$ cat src/rtl/v60_alu_result_stage.sv
// V60 ALU result stage: size narrowing, masked PSW flag commit, skid FIFO to writeback, branch conditions.
// Optional V60_ALU_RESULT_FLAG_BYPASS_EN: conditions evaluate against next-state flags (no flag-to-branch bubble).
module v60_alu_result_stage #(
  parameter int DEPTH  = 2,
  parameter int DEST_W = 5
) (
  input  logic              clk,
  input  logic              rst,
  input  logic              in_valid,
  output logic              in_ready,
  input  logic [31:0]       in_result,
  input  logic              in_c,
  input  logic              in_v,
  input  logic              in_z,
  input  logic              in_s,
  input  logic [1:0]        in_size,
  input  logic [3:0]        in_flag_we,
  input  logic [DEST_W-1:0] in_dest,
  input  logic              in_wb_en,
  output logic              out_valid,
  input  logic              out_ready,
  output logic [31:0]       out_result,
  output logic [3:0]        out_byte_en,
  output logic [DEST_W-1:0] out_dest,
  output logic              out_wb_en,
  input  logic              psw_we,
  input  logic [3:0]        psw_wdata,
  output logic [3:0]        psw_flags,
  input  logic [3:0]        cond_code,
  output logic              cond_true
);

  localparam int PTR_W = $clog2(DEPTH);
  localparam int CNT_W = PTR_W + 1;

  typedef struct packed {
    logic [31:0]       result;
    logic [3:0]        byte_en;
    logic [DEST_W-1:0] dest;
    logic              wb_en;
  } entry_t;

  entry_t            mem [DEPTH];
  entry_t            hold;
  entry_t            head;
  entry_t            new_entry;
  logic [PTR_W-1:0]  wr_ptr;
  logic [PTR_W-1:0]  rd_ptr;
  logic [CNT_W-1:0]  count;
  logic              accept;
  logic              drain;
  logic              nar_z;
  logic              nar_s;
  logic [3:0]        new_flags;
  logic [3:0]        psw_next;
  logic [3:0]        cond_flags;

  assign in_ready  = (count < CNT_W'(DEPTH));
  assign out_valid = (count != '0);
  assign accept    = in_valid && in_ready;
  assign drain     = out_valid && out_ready;

  always_comb begin
    new_entry       = '0;
    new_entry.dest  = in_dest;
    new_entry.wb_en = in_wb_en;
    nar_z           = in_z;
    nar_s           = in_s;
    case (in_size)
      2'b00: begin
        new_entry.result  = {24'b0, in_result[7:0]};
        new_entry.byte_en = 4'b0001;
        nar_z             = (in_result[7:0] == 8'b0);
        nar_s             = in_result[7];
      end
      2'b01: begin
        new_entry.result  = {16'b0, in_result[15:0]};
        new_entry.byte_en = 4'b0011;
        nar_z             = (in_result[15:0] == 16'b0);
        nar_s             = in_result[15];
      end
      default: begin
        new_entry.result  = in_result;
        new_entry.byte_en = 4'b1111;
      end
    endcase
  end

  assign new_flags = {in_c, in_v, nar_s, nar_z};

  // A direct PSW load wins over any same-cycle commit from an accepted result.
  always_comb begin
    psw_next = psw_flags;
    if (psw_we)
      psw_next = psw_wdata;
    else if (accept)
      psw_next = (new_flags & in_flag_we) | (psw_flags & ~in_flag_we);
  end

  always_ff @(posedge clk) begin
    if (rst) psw_flags <= 4'b0000;
    else     psw_flags <= psw_next;
  end

  always_ff @(posedge clk) begin
    if (accept) mem[wr_ptr] <= new_entry;
  end

  always_ff @(posedge clk) begin
    if (rst) begin
      wr_ptr <= '0;
      rd_ptr <= '0;
      count  <= '0;
      hold   <= '0;
    end else begin
      if (accept) wr_ptr <= wr_ptr + PTR_W'(1);
      if (drain) begin
        rd_ptr <= rd_ptr + PTR_W'(1);
        hold   <= mem[rd_ptr];
      end
      case ({accept, drain})
        2'b10:   count <= count + CNT_W'(1);
        2'b01:   count <= count - CNT_W'(1);
        default: count <= count;
      endcase
    end
  end

  // An empty FIFO presents the last drained entry so the head outputs hold.
  assign head        = out_valid ? mem[rd_ptr] : hold;
  assign out_result  = head.result;
  assign out_byte_en = head.byte_en;
  assign out_dest    = head.dest;
  assign out_wb_en   = head.wb_en;

`ifdef V60_ALU_RESULT_FLAG_BYPASS_EN
  assign cond_flags = psw_next;
`else
  assign cond_flags = psw_flags;
`endif

  always_comb begin
    logic c, v, s, z;
    {c, v, s, z} = cond_flags;
    cond_true    = 1'b0;
    case (cond_code)
      4'd0:  cond_true = v;
      4'd1:  cond_true = !v;
      4'd2:  cond_true = c;
      4'd3:  cond_true = !c;
      4'd4:  cond_true = z;
      4'd5:  cond_true = !z;
      4'd6:  cond_true = c | z;
      4'd7:  cond_true = !(c | z);
      4'd8:  cond_true = s;
      4'd9:  cond_true = !s;
      4'd10: cond_true = 1'b1;
      4'd11: cond_true = 1'b0;
      4'd12: cond_true = s ^ v;
      4'd13: cond_true = !(s ^ v);
      4'd14: cond_true = (s ^ v) | z;
      default: cond_true = !((s ^ v) | z);
    endcase
  end

endmodule

$ cat config.mk
export PLATFORM = sky130hd
export DESIGN_NAME = v60_alu_result_stage
export DESIGN_NICKNAME = d
export VERILOG_FILES = /design/src/rtl/v60_alu_result_stage.sv
export SDC_FILE = /design/constraint.sdc
export NUM_CORES = 1
export LEC_CHECK = 0
export CAP_MARGIN = 20
export CORE_MARGIN = 2
export CORE_UTILIZATION = 50
export DETAILED_ROUTE_END_ITERATION = 16
export PLACE_DENSITY = 0.78
export RECOVER_POWER = 25
export SETUP_SLACK_MARGIN = 0.15
export SYNTH_ARGS = -nofsm -noshare
export SYNTH_HDL_FRONTEND = slang
export SYNTH_SLANG_ARGS = --single-unit
$ cat constraint.sdc
create_clock -name clk -period 7 [get_ports clk]
set_input_delay 0.7 -clock clk [delete_from_list [all_inputs] [get_ports clk]]
set_output_delay 0.7 -clock clk [all_outputs]
set_load 0.005 [all_outputs]
==> results of run 1 <==
## cells by family (layout without fill, tap and decap cells)
group           count (synthesis)  after routing  share of synthesized area (%)
simple gates                  136            136                          11.13
mux                            41             41                          7.392
buf+inv                        41            151                          3.922
compound gates                100            100                          15.08
fa+ha+maj                       1              1                         0.2253
xor+xnor                        6              6                         0.9466
flops                         130            130                          61.30
## worst max-delay path, cell delays in order (launching register included)
cell and delay, ps:
dfxtp_2 740, buf_4 490, mux2i_1 340, a21oi_1 140, clkdlybuf4s50_1 490
## layout by cell type (no fill, tap or decap), types with 2 or more instances in the layout
cell             Yosys  routed
edfxtp_1            80      80
clkdlybuf4s50_1      0      92
a221o_1              2       2
a21oi_1             44      44
buf_4                5       4
nor2b_1             12      12
nand3_1              3       3
or4_1                3       3
a311oi_1             2       2
or3_1                2       2
dfxtp_1             50      49
xnor2_1              4       4
clkinvlp_4           0       3
a21boi_0             2       2
nor2_1              89      88
a211oi_1             4       4
inv_1                6       6
dlygate4sd3_1        0      16
mux2i_1             41      41
and2_0               0      16
nor3_1               4       4
clkbuf_1            17       3
clkbuf_8             0       2
xor2_1               2       2
a211oi_2            38      38
clkinv_2             0       5
nand2_1              3       3
o21ai_0              3       3
clkbuf_16            0      16
## synthesized netlist by cell type
cell and count:
a2111oi_2 1, a211oi_1 4, a211oi_2 38, a21boi_0 2, a21oi_1 44, a221o_1 2
a221oi_1 1, a311oi_1 2, a31o_2 1, a31oi_1 1, and2_1 18, and2_4 1
buf_1 2, buf_2 6, buf_4 5, buf_6 5, clkbuf_1 17, dfxtp_1 50
edfxtp_1 80, ha_1 1, inv_1 6, mux2i_1 41, nand2_1 3, nand3_1 3
nor2_1 89, nor2b_1 12, nor3_1 4, o21ai_0 3, o21ai_1 1, or2_1 1
or3_1 2, or4_1 3, xnor2_1 4, xor2_1 2
## metal layers
metal  global-route usage [%]  up-vias  share of wire [%]
met5                        0        -                  0
met1                    25.36     1824                 43
met2                    34.57       94                 52
li1                         -     1833                  -
met3                    4.979        2                4.2
met4                    6.691        0               0.46
## power breakdown
| group | switching (mW) | internal, mW | leakage, nW |
|---|---|---|---|
| Clock | 0.300 | 0.475 | 0.255 |
| Combinational | 0.692 | 0.707 | 1.01 |
| Sequential | 0.0910 | 1.01 | 1.17 |
| Total | 1.08 | 2.19 | 2.43 |
## final cells by class
type	count	share of cell area (%)
clock buffers	21	6.111
clock inverters	11	1.253
inverters	6	0.3134
multi-input cells	284	26.98
flip-flops and latches	130	47.37
well taps	140	2.437
repair buffers	113	15.53
## flip-flops by register name, indices dropped and copies added, names as in the netlist, named ones only
signal  count
count       2
hold       41
mem        80
rd_ptr      1
wr_ptr      1
## path summary, 6_finish.rpt
path	startpoint	end	slack, ps	cells after the start
max	flop	out_result[24]	3600	4
min	hold[6]$_SDFFE_PP0P_	hold[6]$_SDFFE_PP0P_	500	2
max reg2reg	count[1]$_SDFFE_PP0P_	count[1]$_SDFFE_PP0P_	3860	6
min reg2reg	hold[6]$_SDFFE_PP0P_	hold[6]$_SDFFE_PP0P_	500	2
==> reports/results.ini, run 1 <==
[status]
status=completed

[clocking]
postCtsHoldBufs=0
cts_root_buf=clkbuf_8
clkSlewWorstSetupHoldPaths_ps=60
clockBufferDepth=2
postCtsSetupBuffers=0
insertion_delay_ps=500
cts.sinks=130
cts_made_buffers=17
cts_tree=yes
htreeDepth=4
post_cts_resized=0

[place]
dpl.hpwl_um=7214
pre_cts_ws_ps=3806
io_buffers=109
dp_cells=673
place_area_um2=6658
gp_congestion=0.7925

[floorplanning]
io_pins=110
start_util_pct=51.21
rows=38
core_area_um2=10840
dieWidth_um=109.4
dieArea_um2=11960
fp.dieH_um=109.4

[power_and_ir_drop]
total_power_mw=3.272
leakagePower_nw=2.428
vdd_drop_max_mv=0.2681
power_density_nw_per_um2=455.3

[global_route]
grt_usage_pct=20.28
grt_pass1_vias=3779
grt_max_degree=84
grt_pass1_wl_um=18220
grt.overflow.total=0
grt_antenna_before_repair=0

[final_layout]
fin_cells=705
drive_gt1_share_pct=13.81
fillers=808
multi_input_area_um2=1939
fin_util_pct=66.30
syn_to_final_growth_pct=29.46
antenna_cells=0
seq_area_um2=3405
final_nets=614
final_area_um2=7187

[sta]
finalHoldViolations=0
timing.final.crit_share_pct=48.63
rsz0062_at_grt=false
fin_crit_ps=3404
tightest_slew_ps=1048
report.final.setup_viol=0
hold_slack_ps=501.2
relSlewSlack_pct=30.14
fmax_mhz=293.8
finalClockSkew_ps=15.89
tns_ps=0
fin_ws_ps=3596
maxSlewViolCount=0

[min_path]
hold_class=flop to flop

[routing]
wire_per_inst_um=16.57
drc=0
drt-initial-drc-count=204
vias=3753
finalWirelength_um=11680
viasPerCell=5.323
dr.pass1.iters=4
antenna_left=0

[worst_setup_path]
cp-start-kind=flop
cp.required_ps=6300
end_kind=output port
crit_type=flop to output port
worst-path-max-fanout=22
worstPathArrival_ps=2700

[synthesis]
syn-num-nets=517
syn_area_per_cell_um2=12.20
syn-instance-count=455
netlist_area_um2=5552
yosysSeqAreaShare_pct=61.30
synth.distinct_cells=34
yosys.area.top_type_share_pct=43.27
yosysTopAreaCell=edfxtp_1
synthTopCellsByArea=edfxtp_1 (43%), dfxtp_1 (18%), a211oi_2 (8.6%)
ys_warn_count=0
ys_ff_latch=130

[job]
timing.max_cap.violations=0

Note: power is estimated with default switching activity, not from simulation.
==> run 2, diff against run 1 <==
clock period = 3.25 ns   (was 7 ns; I/O delays follow)
==> run 2 against run 1 <==
Flip-flop and latch count is the same. Worst setup slack lost 3200 ps. Non-clock buffer count grew 5. Power grew 120%. Clock power grew 110%. Final cell count grew 0.71%. Highest routed layer unchanged. Wire length shrank 1.9%. Sequential share of layout area shrank 0.35 points. Register-to-register slack lost 2900 ps. Worst hold slack lost 130 ps. Global-route usage shrank 0.39 points. Critical path type unchanged. Die area is the same.
==> reports/results.ini, run 2 (synthesized netlist as in run 1, its figures left out) <==
[global_route]
grt_usage_pct=19.90  ; -0.39 points
use_met2_pct=34.61  ; +0.044 points
grtUsageMet3_pct=6.343  ; +1.4 points
grt_pass1_wl_um=17880  ; -1.8%
grtUsageMet1_pct=23.66  ; -1.7 points
grt_antenna_before_repair=0  ; unchanged
grt_max_degree=60  ; -29%
grt_pass1_vias=3800  ; +0.56%
grt.overflow.total=0  ; unchanged
top_usage_layer=met2

[power_and_ir_drop]
pwr-share-comb_pct=43.6  ; +0.8 points
switching_share_pct=33.15  ; +0.067 points
pwr-share-seq_pct=33.5  ; about the same
pwr-share-clk_pct=22.9  ; -0.8 points
internal_power_mw=4.706  ; +110%
p_switching_mw=2.333  ; +120%
leakagePower_nw=2.454  ; +1.1%
total_power_mw=7.040  ; +120%
vdd_drop_max_mv=0.5117  ; +91%
power_density_nw_per_um2=972.2  ; +110%

[floorplanning]
rows=38  ; unchanged
fp.dieH_um=109.4  ; unchanged
dieArea_um2=11960  ; unchanged
start_util_pct=51.21  ; unchanged
dieWidth_um=109.4  ; unchanged
core_area_um2=10840  ; unchanged
io_pins=110  ; unchanged

[sta]
report.final.setup_viol=0  ; unchanged
fmax_mhz=351.3
timing.final.crit_share_pct=87.58
relSlewSlack_pct=48.02  ; +18 points
tightest_slew_ps=779.6  ; -268.2 ps
maxSlewViolCount=0  ; unchanged
hold_slack_ps=375.3  ; -125.9 ps
fin_crit_ps=2846
finalClockSkew_ps=12.82  ; -3.067 ps
finalHoldViolations=0  ; unchanged
tns_ps=0  ; unchanged
fin_ws_ps=403.5  ; -3192 ps
rsz0062_at_grt=false

[clocking]
cts_tree=yes
insertion_delay_ps=510  ; about the same
clkSlewWorstSetupHoldPaths_ps=60  ; about the same
cts_root_buf=clkbuf_8
cts.sinks=130  ; unchanged
postCtsSetupBuffers=0  ; unchanged
postCtsHoldBufs=0  ; unchanged
post_cts_resized=0  ; unchanged
clockBufferDepth=2  ; unchanged
htreeDepth=4  ; unchanged
cts_made_buffers=17  ; unchanged

[final_layout]
antenna_cells=0  ; unchanged
final_nets=619  ; +0.81%
final_area_um2=7241  ; +0.75%
final_cell_mix=clkdlybuf4s50_1 (93), nor2_1 (88), edfxtp_1 (80), dfxtp_1 (49), a21oi_1 (44)
seq_area_um2=3405  ; unchanged
multi_input_area_um2=1939  ; unchanged
largest_register=mem
fillers=805  ; -0.37%
fin_util_pct=66.79  ; +0.50 points
mostFrequentLayoutCell=clkdlybuf4s50_1
fin_cells=710  ; +0.71%
syn_to_final_growth_pct=30.43
reg.largest.list=mem x80, hold x41, count x2
drive_gt1_share_pct=14.56  ; +0.76 points
largest_register_ffs=80  ; unchanged

[routing]
drt-initial-drc-count=175  ; -14%
drc=0  ; unchanged
wire_per_inst_um=16.13  ; -2.6%
antenna_left=0  ; unchanged
vias=3803  ; +1.3%
finalWirelength_um=11460  ; -1.9%
viasPerCell=5.356  ; +0.62%
dr.pass1.iters=5  ; +1

[worst_setup_path]
end_kind=output port
cp.required_ps=2920  ; -3380 ps
slowest_delay_ps=550  ; -190 ps
cp.buffers_inverters=2  ; unchanged
worstPathArrival_ps=2520  ; -180 ps
worst-path-max-fanout=59  ; +170%
path_cells=or2_2 -> buf_12 -> nor2_1 -> a21oi_1 -> clkdlybuf4s50_1
slowest_stage=clkdlybuf4s50_1
crit_type=flop to output port
cp-start-kind=flop
cpLargestDelayFamily=buffers and inverters

[place]
place_area_um2=6733  ; +1.1%
io_buffers=109  ; unchanged
pre_cts_ws_ps=840.4  ; -2965 ps
dp_cells=678  ; +0.74%
gp_congestion=0.7784  ; -1.8%
dpl.hpwl_um=7441  ; +3.1%

[status]
status=completed

[min_path]
hold_class=primary input to flop

[job]
timing.max_cap.violations=0  ; unchanged

run 2: cell types whose count changed in the layout (fill, tap and decap cells not counted):
cell	change
buf_12	+3
bufinv_16	-1
clkbuf_1	+1
clkbuf_8	+1
clkdlybuf4s50_1	+1
clkinv_1	-1
clkinv_2	+2
dlygate4sd3_1	-1
run 2: worst register-to-register path, stage by stage (launching register included):
cell and delay [ps]:
dfxtp_1 400, or2_2 460, and2_4 500, ha_1 350, or3_1 350, a21oi_1 140
run 2: area by class of cell:
type,instances,area share [%]
Inverter,6,0.3110
Multi-Input combinational cell,284,26.78
Clock inverter,11,0.9158
Timing Repair Buffer,118,16.35
Tap cell,140,2.419
Sequential cell,130,47.02
Clock buffer,21,6.204
run 2: worst paths after layout:
check             slack (ps)                     to  depth (start not counted)             startpoint
setup / recovery         400         out_result[14]                          5  count[1]$_SDFFE_PP0P_
hold / removal           380  count[0]$_SDFFE_PP0P_                          2                    rst
setup reg to reg         960  count[1]$_SDFFE_PP0P_                          5  count[1]$_SDFFE_PP0P_
hold reg to reg          470   hold[6]$_SDFFE_PP0P_                          2   hold[6]$_SDFFE_PP0P_
run 2: power groups by stage:
stage          Sequential [mW]  Clock (mW)  Combinational (mW)
2_1_floorplan             2.31           0                1.75
3_3_place_gp              2.37           0                3.02
3_5_place_dp              2.39           0                3.10
4_1_cts                   2.36        1.64                3.12
5_1_grt                   2.40        1.71                3.35
6_report                  2.36        1.61                3.07
run 2: routing by layer:
layer  vias to the layer above  part of all wire [%]
met3                        10                   6.2
met5                         -                     0
li1                       1846                     -
met4                         0                  0.95
met1                      1822                    41
met2                       125                    52
==> run 3, diff against run 2 <==
TNS_END_PERCENT = 10   (was not set)
==> results of run 3 <==
Same layout as run 2: the final DEF is identical, and so are final timing and power.
